--- src/rtl/spi_command_scheduler_if.sv ---
// Bundle of the SPI-receiver, Avalon-MM master and response-channel signals
// around the command scheduler. master = scheduler side, slave = environment side.
interface spi_command_scheduler_if;
  logic [5:0]  io_Command;
  logic [31:0] io_CommandArgument;
  logic        io_ArgumentReadFinished;
  logic [31:0] io_Avalon_address;
  logic        io_Avalon_read;
  logic        io_Avalon_write;
  logic [31:0] io_Avalon_writedata;
  logic [31:0] io_Avalon_readdata;
  logic        io_Avalon_waitrequest;
  logic        io_Resp_valid;
  logic        io_Resp_ready;
  logic [7:0]  io_Resp_r1;
  logic [31:0] io_Resp_data;
  logic        io_Overflow;

  modport master (
    input  io_Command, io_CommandArgument, io_ArgumentReadFinished,
           io_Avalon_readdata, io_Avalon_waitrequest, io_Resp_ready,
    output io_Avalon_address, io_Avalon_read, io_Avalon_write, io_Avalon_writedata,
           io_Resp_valid, io_Resp_r1, io_Resp_data, io_Overflow
  );

  modport slave (
    output io_Command, io_CommandArgument, io_ArgumentReadFinished,
           io_Avalon_readdata, io_Avalon_waitrequest, io_Resp_ready,
    input  io_Avalon_address, io_Avalon_read, io_Avalon_write, io_Avalon_writedata,
           io_Resp_valid, io_Resp_r1, io_Resp_data, io_Overflow
  );
endinterface

--- src/rtl/spi_command_scheduler.sv ---
// Queues SPI-received commands, executes them on an Avalon-MM master port and
// returns an SD-style R1 response (plus read data for CMD17).
module spi_command_scheduler #(
  parameter int DEPTH   = 4,
  parameter int TIMEOUT = 255
) (
  input logic                     clock,
  input logic                     reset,
  spi_command_scheduler_if.master sif
);
  localparam int              AW        = $clog2(DEPTH);
  localparam logic [15:0]     STALL_MAX = 16'(TIMEOUT - 1);
  localparam logic [5:0]      CMD0  = 6'd0,  CMD1  = 6'd1,  CMD17 = 6'd17,
                              CMD24 = 6'd24, CMD41 = 6'd41, CMD55 = 6'd55;

  typedef struct packed {
    logic [5:0]  cmd;
    logic [31:0] arg;
  } cmd_t;

  typedef enum logic [1:0] {S_IDLE, S_EXEC, S_BUS, S_RESP} state_t;

  cmd_t        mem [DEPTH];
  logic [AW:0] wr_ptr, rd_ptr;
  logic        hist;
  logic        push, pop, empty, full;
  cmd_t        head;
  state_t      state;
  logic [5:0]  cur_cmd;
  logic        idle_f, app_f;
  logic [15:0] stall_cnt;
  logic [31:0] av_addr, av_wdata, resp_data;
  logic        av_rd, av_wr, resp_valid, ovf;
  logic [7:0]  resp_r1;

  assign push  = sif.io_ArgumentReadFinished & ~hist;
  assign empty = (wr_ptr == rd_ptr);
  assign full  = (wr_ptr[AW] != rd_ptr[AW]) && (wr_ptr[AW-1:0] == rd_ptr[AW-1:0]);
  assign pop   = (state == S_IDLE) && !empty;
  assign head  = mem[rd_ptr[AW-1:0]];

  assign sif.io_Avalon_address   = av_addr;
  assign sif.io_Avalon_read      = av_rd;
  assign sif.io_Avalon_write     = av_wr;
  assign sif.io_Avalon_writedata = av_wdata;
  assign sif.io_Resp_valid       = resp_valid;
  assign sif.io_Resp_r1          = resp_r1;
  assign sif.io_Resp_data        = resp_data;
  assign sif.io_Overflow         = ovf;

  // A full FIFO still accepts a push when the same cycle frees a slot.
  always_ff @(posedge clock)
    if (push && (!full || pop))
      mem[wr_ptr[AW-1:0]] <= '{cmd: sif.io_Command, arg: sif.io_CommandArgument};

  always_ff @(posedge clock) begin
    if (reset) begin
      hist       <= 1'b1;
      wr_ptr     <= '0;
      rd_ptr     <= '0;
      ovf        <= 1'b0;
      state      <= S_IDLE;
      cur_cmd    <= '0;
      idle_f     <= 1'b1;
      app_f      <= 1'b0;
      stall_cnt  <= '0;
      av_addr    <= '0;
      av_wdata   <= '0;
      av_rd      <= 1'b0;
      av_wr      <= 1'b0;
      resp_valid <= 1'b0;
      resp_r1    <= '0;
      resp_data  <= '0;
    end else begin
      hist <= sif.io_ArgumentReadFinished;
      if (push && (!full || pop)) wr_ptr <= wr_ptr + (AW+1)'(1);
      if (push && full && !pop)   ovf    <= 1'b1;

      case (state)
        S_IDLE: if (!empty) begin
          rd_ptr  <= rd_ptr + (AW+1)'(1);
          cur_cmd <= head.cmd;
          if (head.cmd == CMD17 || head.cmd == CMD24) begin
            app_f     <= 1'b0;
            stall_cnt <= '0;
            state     <= S_BUS;
            if (head.cmd == CMD17) begin
              av_rd   <= 1'b1;
              av_addr <= head.arg;
            end else begin
              av_wr    <= 1'b1;
              av_addr  <= {16'h0, head.arg[31:16]};
              av_wdata <= {16'h0, head.arg[15:0]};
            end
          end else begin
            state <= S_EXEC;
          end
        end

        // Flag-only commands spend one cycle here so every command has the same latency.
        S_EXEC: begin
          app_f      <= 1'b0;
          resp_data  <= '0;
          resp_valid <= 1'b1;
          state      <= S_RESP;
          if (cur_cmd == CMD0) begin
            idle_f  <= 1'b1;
            resp_r1 <= 8'h01;
          end else if (cur_cmd == CMD1 || (cur_cmd == CMD41 && app_f)) begin
            idle_f  <= 1'b0;
            resp_r1 <= 8'h00;
          end else if (cur_cmd == CMD55) begin
            app_f   <= 1'b1;
            resp_r1 <= {7'b0, idle_f};
          end else begin
            resp_r1 <= 8'h04 | {7'b0, idle_f};
          end
        end

        S_BUS: begin
          if (!sif.io_Avalon_waitrequest) begin
            av_rd      <= 1'b0;
            av_wr      <= 1'b0;
            resp_r1    <= {7'b0, idle_f};
            resp_data  <= (cur_cmd == CMD17) ? sif.io_Avalon_readdata : 32'h0;
            resp_valid <= 1'b1;
            state      <= S_RESP;
          end else if (stall_cnt == STALL_MAX) begin
            av_rd      <= 1'b0;
            av_wr      <= 1'b0;
            resp_r1    <= 8'h40 | {7'b0, idle_f};
            resp_data  <= '0;
            resp_valid <= 1'b1;
            state      <= S_RESP;
          end else begin
            stall_cnt <= stall_cnt + 16'd1;
          end
        end

        S_RESP: if (sif.io_Resp_ready) begin
          resp_valid <= 1'b0;
          state      <= S_IDLE;
        end

        default: state <= S_IDLE;
      endcase
    end
  end
endmodule

--- src/flat_wrapper.sv ---
// flat-port wrapper written by rule: the top's interface ports become plain ports
module spi_command_scheduler_flat 
#(
  parameter int DEPTH   = 4,
  parameter int TIMEOUT = 255
)
  (clock, reset, sif_io_Command, sif_io_CommandArgument, sif_io_ArgumentReadFinished, sif_io_Avalon_readdata, sif_io_Avalon_waitrequest, sif_io_Resp_ready, sif_io_Avalon_address, sif_io_Avalon_read, sif_io_Avalon_write, sif_io_Avalon_writedata, sif_io_Resp_valid, sif_io_Resp_r1, sif_io_Resp_data, sif_io_Overflow);
  spi_command_scheduler_if sif_i ();
  input logic clock;
  input logic reset;
  input wire logic [$bits(sif_i.io_Command)-1:0] sif_io_Command;
  input wire logic [$bits(sif_i.io_CommandArgument)-1:0] sif_io_CommandArgument;
  input wire logic [$bits(sif_i.io_ArgumentReadFinished)-1:0] sif_io_ArgumentReadFinished;
  input wire logic [$bits(sif_i.io_Avalon_readdata)-1:0] sif_io_Avalon_readdata;
  input wire logic [$bits(sif_i.io_Avalon_waitrequest)-1:0] sif_io_Avalon_waitrequest;
  input wire logic [$bits(sif_i.io_Resp_ready)-1:0] sif_io_Resp_ready;
  output wire logic [$bits(sif_i.io_Avalon_address)-1:0] sif_io_Avalon_address;
  output wire logic [$bits(sif_i.io_Avalon_read)-1:0] sif_io_Avalon_read;
  output wire logic [$bits(sif_i.io_Avalon_write)-1:0] sif_io_Avalon_write;
  output wire logic [$bits(sif_i.io_Avalon_writedata)-1:0] sif_io_Avalon_writedata;
  output wire logic [$bits(sif_i.io_Resp_valid)-1:0] sif_io_Resp_valid;
  output wire logic [$bits(sif_i.io_Resp_r1)-1:0] sif_io_Resp_r1;
  output wire logic [$bits(sif_i.io_Resp_data)-1:0] sif_io_Resp_data;
  output wire logic [$bits(sif_i.io_Overflow)-1:0] sif_io_Overflow;
  assign sif_i.io_Command = sif_io_Command;
  assign sif_i.io_CommandArgument = sif_io_CommandArgument;
  assign sif_i.io_ArgumentReadFinished = sif_io_ArgumentReadFinished;
  assign sif_i.io_Avalon_readdata = sif_io_Avalon_readdata;
  assign sif_i.io_Avalon_waitrequest = sif_io_Avalon_waitrequest;
  assign sif_i.io_Resp_ready = sif_io_Resp_ready;
  assign sif_io_Avalon_address = sif_i.io_Avalon_address;
  assign sif_io_Avalon_read = sif_i.io_Avalon_read;
  assign sif_io_Avalon_write = sif_i.io_Avalon_write;
  assign sif_io_Avalon_writedata = sif_i.io_Avalon_writedata;
  assign sif_io_Resp_valid = sif_i.io_Resp_valid;
  assign sif_io_Resp_r1 = sif_i.io_Resp_r1;
  assign sif_io_Resp_data = sif_i.io_Resp_data;
  assign sif_io_Overflow = sif_i.io_Overflow;
  spi_command_scheduler #(.DEPTH(DEPTH), .TIMEOUT(TIMEOUT)) u_core (.clock(clock), .reset(reset), .sif(sif_i));
endmodule
--- config.mk ---
export PLATFORM = sky130hd
export DESIGN_NAME = spi_command_scheduler_flat
export DESIGN_NICKNAME = d
export VERILOG_FILES = /design/src/rtl/spi_command_scheduler_if.sv /design/src/rtl/spi_command_scheduler.sv /design/src/flat_wrapper.sv
export SDC_FILE = /design/constraint.sdc
export NUM_CORES = 1
export LEC_CHECK = 0
export ABC_AREA = 1
export BUFFER_PORTS_ARGS = -buffer_cell sky130_fd_sc_hd__buf_2
export CAP_MARGIN = 5
export CORE_MARGIN = 2
export CORE_UTILIZATION = 40
export DETAILED_ROUTE_END_ITERATION = 6
export GPL_ROUTABILITY_DRIVEN = 0
export PLACE_DENSITY = 0.68
export SYNTH_ARGS = -nofsm -noshare
export SYNTH_HDL_FRONTEND = slang
export SYNTH_SLANG_ARGS = --single-unit
export TNS_END_PERCENT = 10
--- constraint.sdc ---
create_clock -name clock -period 3.5 [get_ports clock]
set_clock_uncertainty 0.1 [all_clocks]
set_input_delay 0.175 -clock clock [delete_from_list [all_inputs] [get_ports clock]]
set_output_delay 0.175 -clock clock [all_outputs]
set_load 0.1 [all_outputs]
After elaboration in Yosys (flattened, before gate mapping)
Memory sizes are Yosys's and may differ from the RTL's. A register that Yosys moved wholly into a read port is not among the register bits.
Cells that the tools add are included.
{"block": "totals", "latchBits": 0, "n_memories": 1, "mem_bits_rw": 152, "in_bits": 75, "output_inout_bits": 108, "word_cells": 123, "register_bits": 125, "rom_bits": 0}
{"memory": "u_core.mem", "depth": 4, "word_bits": 38, "rd": 1, "rd_ports_with_merged_regs": 1, "wr": 1, "line_no": "spi_command_scheduler.sv:23", "rtl": "cmd_t mem [DEPTH];"}
{"block": "classes", "n_mux": 48, "n_eq_ne": 21, "reduce_logical": 30, "magnitude_cmp": 0, "n_bitwise": 4, "n_addsub": 3, "div_mod_pow": 0, "multipliers": 0, "shifts": 0}
{"cell": "32-bit two-way mux", "count": 4}
{"cell": "16-bit two-way mux", "count": 4}
{"cell": "32-bit one-hot mux with 2 select lines", "count": 1}
{"cell": "8-bit two-way mux", "count": 4}
{"cell": "16-bit one-hot mux with 2 select lines", "count": 1}
{"cell": "1-bit two-way mux", "count": 20}
{"cell": "6-bit by 5-bit == test with 1-bit output, second input constant", "count": 3}
{"cell": "16-bit by 1-bit adder with 16-bit output, second input constant", "count": 1}
{"cell": "16-bit by 8-bit == test with 1-bit output, second input constant", "count": 1}
{"cell": "8-bit one-hot mux with 2 select lines", "count": 1}
{"cell": "5-bit AND reduction", "count": 3}
{"cell": "2-bit two-way mux", "count": 7}
{"cell": "2-bit inequality test, second input constant", "count": 7}
{"cell": "6-bit == test, second input constant", "count": 2}
{"cell": "3-bit AND reduction", "count": 4}
{"cell": "2-bit one-hot mux with 4 select lines", "count": 1}
{"cell": "2-bit nonzero test", "count": 4}
{"cell": "3-bit by 1-bit adder with 3-bit output, second input constant", "count": 2}
{"cell": "6-bit by 1-bit == test with 1-bit output, second input constant", "count": 1}
{"cell": "1-bit logical AND", "count": 6}
{"cell": "6-bit logical NOT", "count": 1}
{"cell": "1-bit one-hot mux with 2 select lines", "count": 3}
{"cell": "2-bit AND reduction", "count": 3}
{"cell": "2-bit == test, second input constant", "count": 2}
{"cell": "other kinds (14)", "count": 20}

Logic depth before layout (Yosys ltp)
{"block": "depth", "ltp_word": 7, "ltp_mapped": 15, "mapped_depth_nobuf": 13}

Worst setup path before layout
No wires, ideal clock.
{"block": "synth_path", "path_type": "register -> register", "from": "register u_core.state[0]", "to": "memory u_core.mem[3][0] (netlist name) (enable)", "n_path_buf": 0, "required_time_ns": 2.964, "period_less_slack_ns": 3.213, "stages_incl_launch_ff": 7, "path_slack_ns": 0.287, "setup_time_ns": 0.436, "arrival_time_ns": 2.677, "cell_sequence": "dfxtp_1 -> inv_1 -> ha_1 -> nor2_1 -> nand3_1 -> nand3_1 -> nor2_1"}
{"block": "synth_via", "elab_chain_len": 6}
{"element": "from (decl)", "line_no": "spi_command_scheduler.sv:28", "rtl": "state_t state;"}
{"element": "from (signal assigned)", "line_no": "spi_command_scheduler.sv:62", "rtl": "state <= S_IDLE;"}
{"element": "from (signal assigned)", "line_no": "spi_command_scheduler.sv:86", "rtl": "state <= S_BUS;"}
{"element": "from (signal assigned)", "line_no": "spi_command_scheduler.sv:96", "rtl": "state <= S_EXEC;"}
{"element": "2-bit logical NOT", "line_no": "spi_command_scheduler.sv:39", "rtl": "assign pop = (state == S_IDLE) && !empty;"}
{"element": "1-bit logical AND", "line_no": "spi_command_scheduler.sv:39"}
{"element": "1-bit logical OR", "line_no": "spi_command_scheduler.sv:53", "rtl": "if (push && (!full || pop))"}
{"element": "1-bit logical AND", "line_no": "spi_command_scheduler.sv:53"}
{"element": "1-bit two-way mux", "line_no": "spi_command_scheduler.sv:53"}
{"element": "1-bit two-way mux (not written as such)", "line_no": "spi_command_scheduler.sv:54", "rtl": "mem[wr_ptr[AW-1:0]] <= '{cmd: sif.io_Command, arg: sif.io_CommandArgument};"}
{"element": "to (decl)", "line_no": "spi_command_scheduler.sv:23"}
Every way passes these cells.

==> impl_metrics.json <==
{
  "finalWorstSetupSlack_ns": 0.720,
  "post_cts_resized": 0,
  "antenna_cells": 0,
  "overflow": 0,
  "status": "completed",
  "drc": 0,
  "wl_mm": 28.5,
  "final_util_pct": 50.7,
  "grt_pass1_vias": 8579,
  "fin_crit_sh_pct": 79.4,
  "yosysTopAreaCell": "edfxtp_1",
  "grt_pass1_wl_mm": 45.1,
  "dieArea_um2": 30000,
  "cpMostUsedCell": "nand2_1",
  "hp-class": "primary input to register",
  "grt_util_all_layers_pct": 18.5,
  "grt_setup_unrepaired": "no",
  "post_dp_cell_area_um2": 12500,
  "slew_violations": 0,
  "period_needed_ns": 2.78,
  "synth.distinct_cells": 36,
  "rows": 61,
  "path_max_fanout": 17,
  "cts_tree": "done",
  "critical_path_class": "register to register",
  "hold_path_depth": 3,
  "worst_r2r_endpoint": "u_core.stall_cnt[9]",
  "cts_setup_buffers": 0,
  "crit_arrival_ns": 3.14,
  "synth_top_family_by_area": "simple AND/OR/NAND/NOR gates",
  "die_w_um": 173,
  "yosysSeqAreaShare_pct": 61.2,
  "synth.top_cell.area_share_pct": 39.8,
  "start_kind": "register",
  "rrSetupSlack_ns": 0.72,
  "wl_per_cell_um": 15.7,
  "ir_drop_mv": 0.436,
  "p_leak_uw": 0.00594,
  "path_clk_slew_ns": 0.06,
  "synth-compound-area-share_pct": 12.7,
  "synth_area_leaders": "edfxtp_1 40%, dfxtp_1 21%, nand2_1 7.6%",
  "synth_cells": 1199,
  "initial_core_util_pct": 40.9,
  "holdBufCountCts": 73,
  "crit_path_top_delay_cell": "dfxtp_1",
  "cts-root-buf": "clkbuf_16",
  "via_per_inst": 5.00,
  "synth-simple-area-share_pct": 16.8,
  "stdcell_area_um2": 14200,
  "die_y_um": 173,
  "end_kind": "register",
  "drv_cap": 0,
  "yosys_warnings": 0,
  "worstMarginPinSlew_ns": 0.911,
  "drt-initial-drc-count": 899,
  "clk_latency_ns": 0.54,
  "grt_max_degree": 65,
  "critPathMaxStageDelay_ns": 0.52,
  "rr_worst_depth": 12,
  "core_area_um2": 28000,
  "worstPathRequired_ns": 3.86,
  "drive_above_1_share_pct": 16.6,
  "synth_mux_area_share_pct": 0,
  "via_count": 9082,
  "cts_buffers": 28,
  "min-delay-start": "reset",
  "cts_sinks": 274,
  "antenna_left": 0,
  "avgSynthCellArea_um2": 9.55,
  "dr.pass1.iters": 6,
  "nNetsFinal": 1503,
  "portBuffers": 161,
  "area_growth_pct": 23.9,
  "tns_ns": 0,
  "synth_xor_area_share_pct": 0.612,
  "min_to": "u_core.sif.io_Avalon_address[31]",
  "place_ws_ns": 0.776,
  "antenna_found_initial": 0,
  "clk_path_buf_depth": 3,
  "synth-seq-cells": 274,
  "place_hpwl_mm": 18.4,
  "setup-violations-final": 0,
  "maxSlewHeadroom_pct": 38.9,
  "fmaxAchievable_mhz": 360,
  "crit_chain": "inv_1, buf_4, nand3_1, nand2_1, nand2_1, nand2_1, nand3_1, nand2_1, nand2_1, buf_4, nand2_1, a21oi_1",
  "synthesis.area_um2": 11500,
  "htreeDepth": 1,
  "powerDensity_nw_per_um2": 727,
  "finalHoldViolCount": 0,
  "io_pins": 183,
  "synthAdderAreaFrac_pct": 1.31
}
-- layer usage --
metal  global-route usage, %  part of all wire (%)  up-vias
li1                        -                     -     4455
met1                    24.4                    44     4242
met5                       0                     0        -
met4                    7.06                   3.2        0
met2                    30.9                    47      323
met3                    2.81                   5.7       62
-- flip-flops by register name (all words and copies together), names as in the netlist, 2 cells and up, named ones only --
register	count
u_core.stall_cnt	16
u_core.sif.io_Avalon_address	32
u_core.sif.io_Resp_r1	3
u_core.rd_ptr	3
u_core.sif.io_Avalon_writedata	16
u_core.cur_cmd	6
u_core.state	2
u_core.wr_ptr	3
u_core.sif.io_Resp_data	32
u_core.mem	152
-- synthesized netlist by cell type --
master,instances
nor4_1,2
clkinv_1,2
ha_1,12
xor2_1,1
and3_1,1
inv_2,3
edfxtp_1,152
a21oi_1,78
nand2_2,3
nand3_1,56
inv_1,95
nand3b_1,1
conb_1,1
o21ai_0,86
xnor2_1,7
o21ai_1,2
o22ai_1,31
o211a_1,15
clkbuf_1,41
nand2_1,232
a22oi_1,1
o211ai_1,16
nor3b_1,1
buf_1,2
buf_6,3
nor3_1,24
a32o_1,1
a31oi_1,1
nor2_1,136
or2_2,3
nand4_1,8
buf_2,10
buf_4,30
o21a_1,18
nor2_4,2
dfxtp_1,122
-- area by class of cell --
class / count / area, um^2
Fill cell: 2502 / 13800
Inverter: 100 / 375
Multi-Input combinational cell: 759 / 3710
Sequential cell: 274 / 7010
Timing Repair Buffer: 253 / 1700
Tap cell: 378 / 473
Clock inverter: 18 / 204
Clock buffer: 33 / 719
-- power by group --
group          leakage (uW)  switching, uW  internal, uW
registers           0.00236            181          3630
logic               0.00313           2710           830
clock network      0.000446           1200          1760
total               0.00594           4090          6230
-- stage by stage --
stage | hold slack [ns] | instances | total power [uW]
2_1_floorplan | 0.174 | 1219 | 6550
3_3_place_gp | 0.288 | 1691 | 7270
3_5_place_dp | 0.289 | 1691 | 7320
4_1_cts | 0.101 | 1815 | 10400
5_1_grt | 0.132 | 1815 | 10900
6_report | 0.110 | 1815 | 10300
-- worst max-delay path: cells and delay by family, from the launching register on --
| kind | cells | cell delay, ns |
|---|---|---|
| flops | 1 | 0.52 |
| compound gates | 1 | 0.12 |
| simple gates | 8 | 1.28 |
| buf+inv | 3 | 0.66 |
-- how the worst max path moves through the flow --
stage,endpoint,slack (ns)
after floorplan,u_core.mem[3][0],0.29
after global placement,u_core.mem[3][29],0.81
after detailed placement,u_core.stall_cnt[9],0.78
after CTS,u_core.stall_cnt[9],0.76
after global routing,u_core.stall_cnt[1],0.45
final,u_core.stall_cnt[9],0.72
-- kinds of logic after synthesis --
kind of cell               after synthesis
AOI/OAI and AO/OA                      249
xor gates and xnor gates                 8
adders and majority gates               12
buffers and inverters                  186
DFF                                    274
other                                    1
and+or+nand+nor                        469
-- layout by cell type, fill, tap and decap left out, types with 16 or more instances in the layout --
master / instances
buf_2: 161
a21oi_1: 78
buf_4: 17
dlygate4sd3_1: 73
edfxtp_1: 152
nand2_1: 232
conb_1: 21
o211ai_1: 16
dfxtp_1: 121
nand3_1: 56
o22ai_1: 31
nor3_1: 24
nor2_1: 132
o21ai_0: 86
clkbuf_16: 28
inv_1: 94
o21a_1: 18
Note: power is estimated with default switching activity, not from simulation.
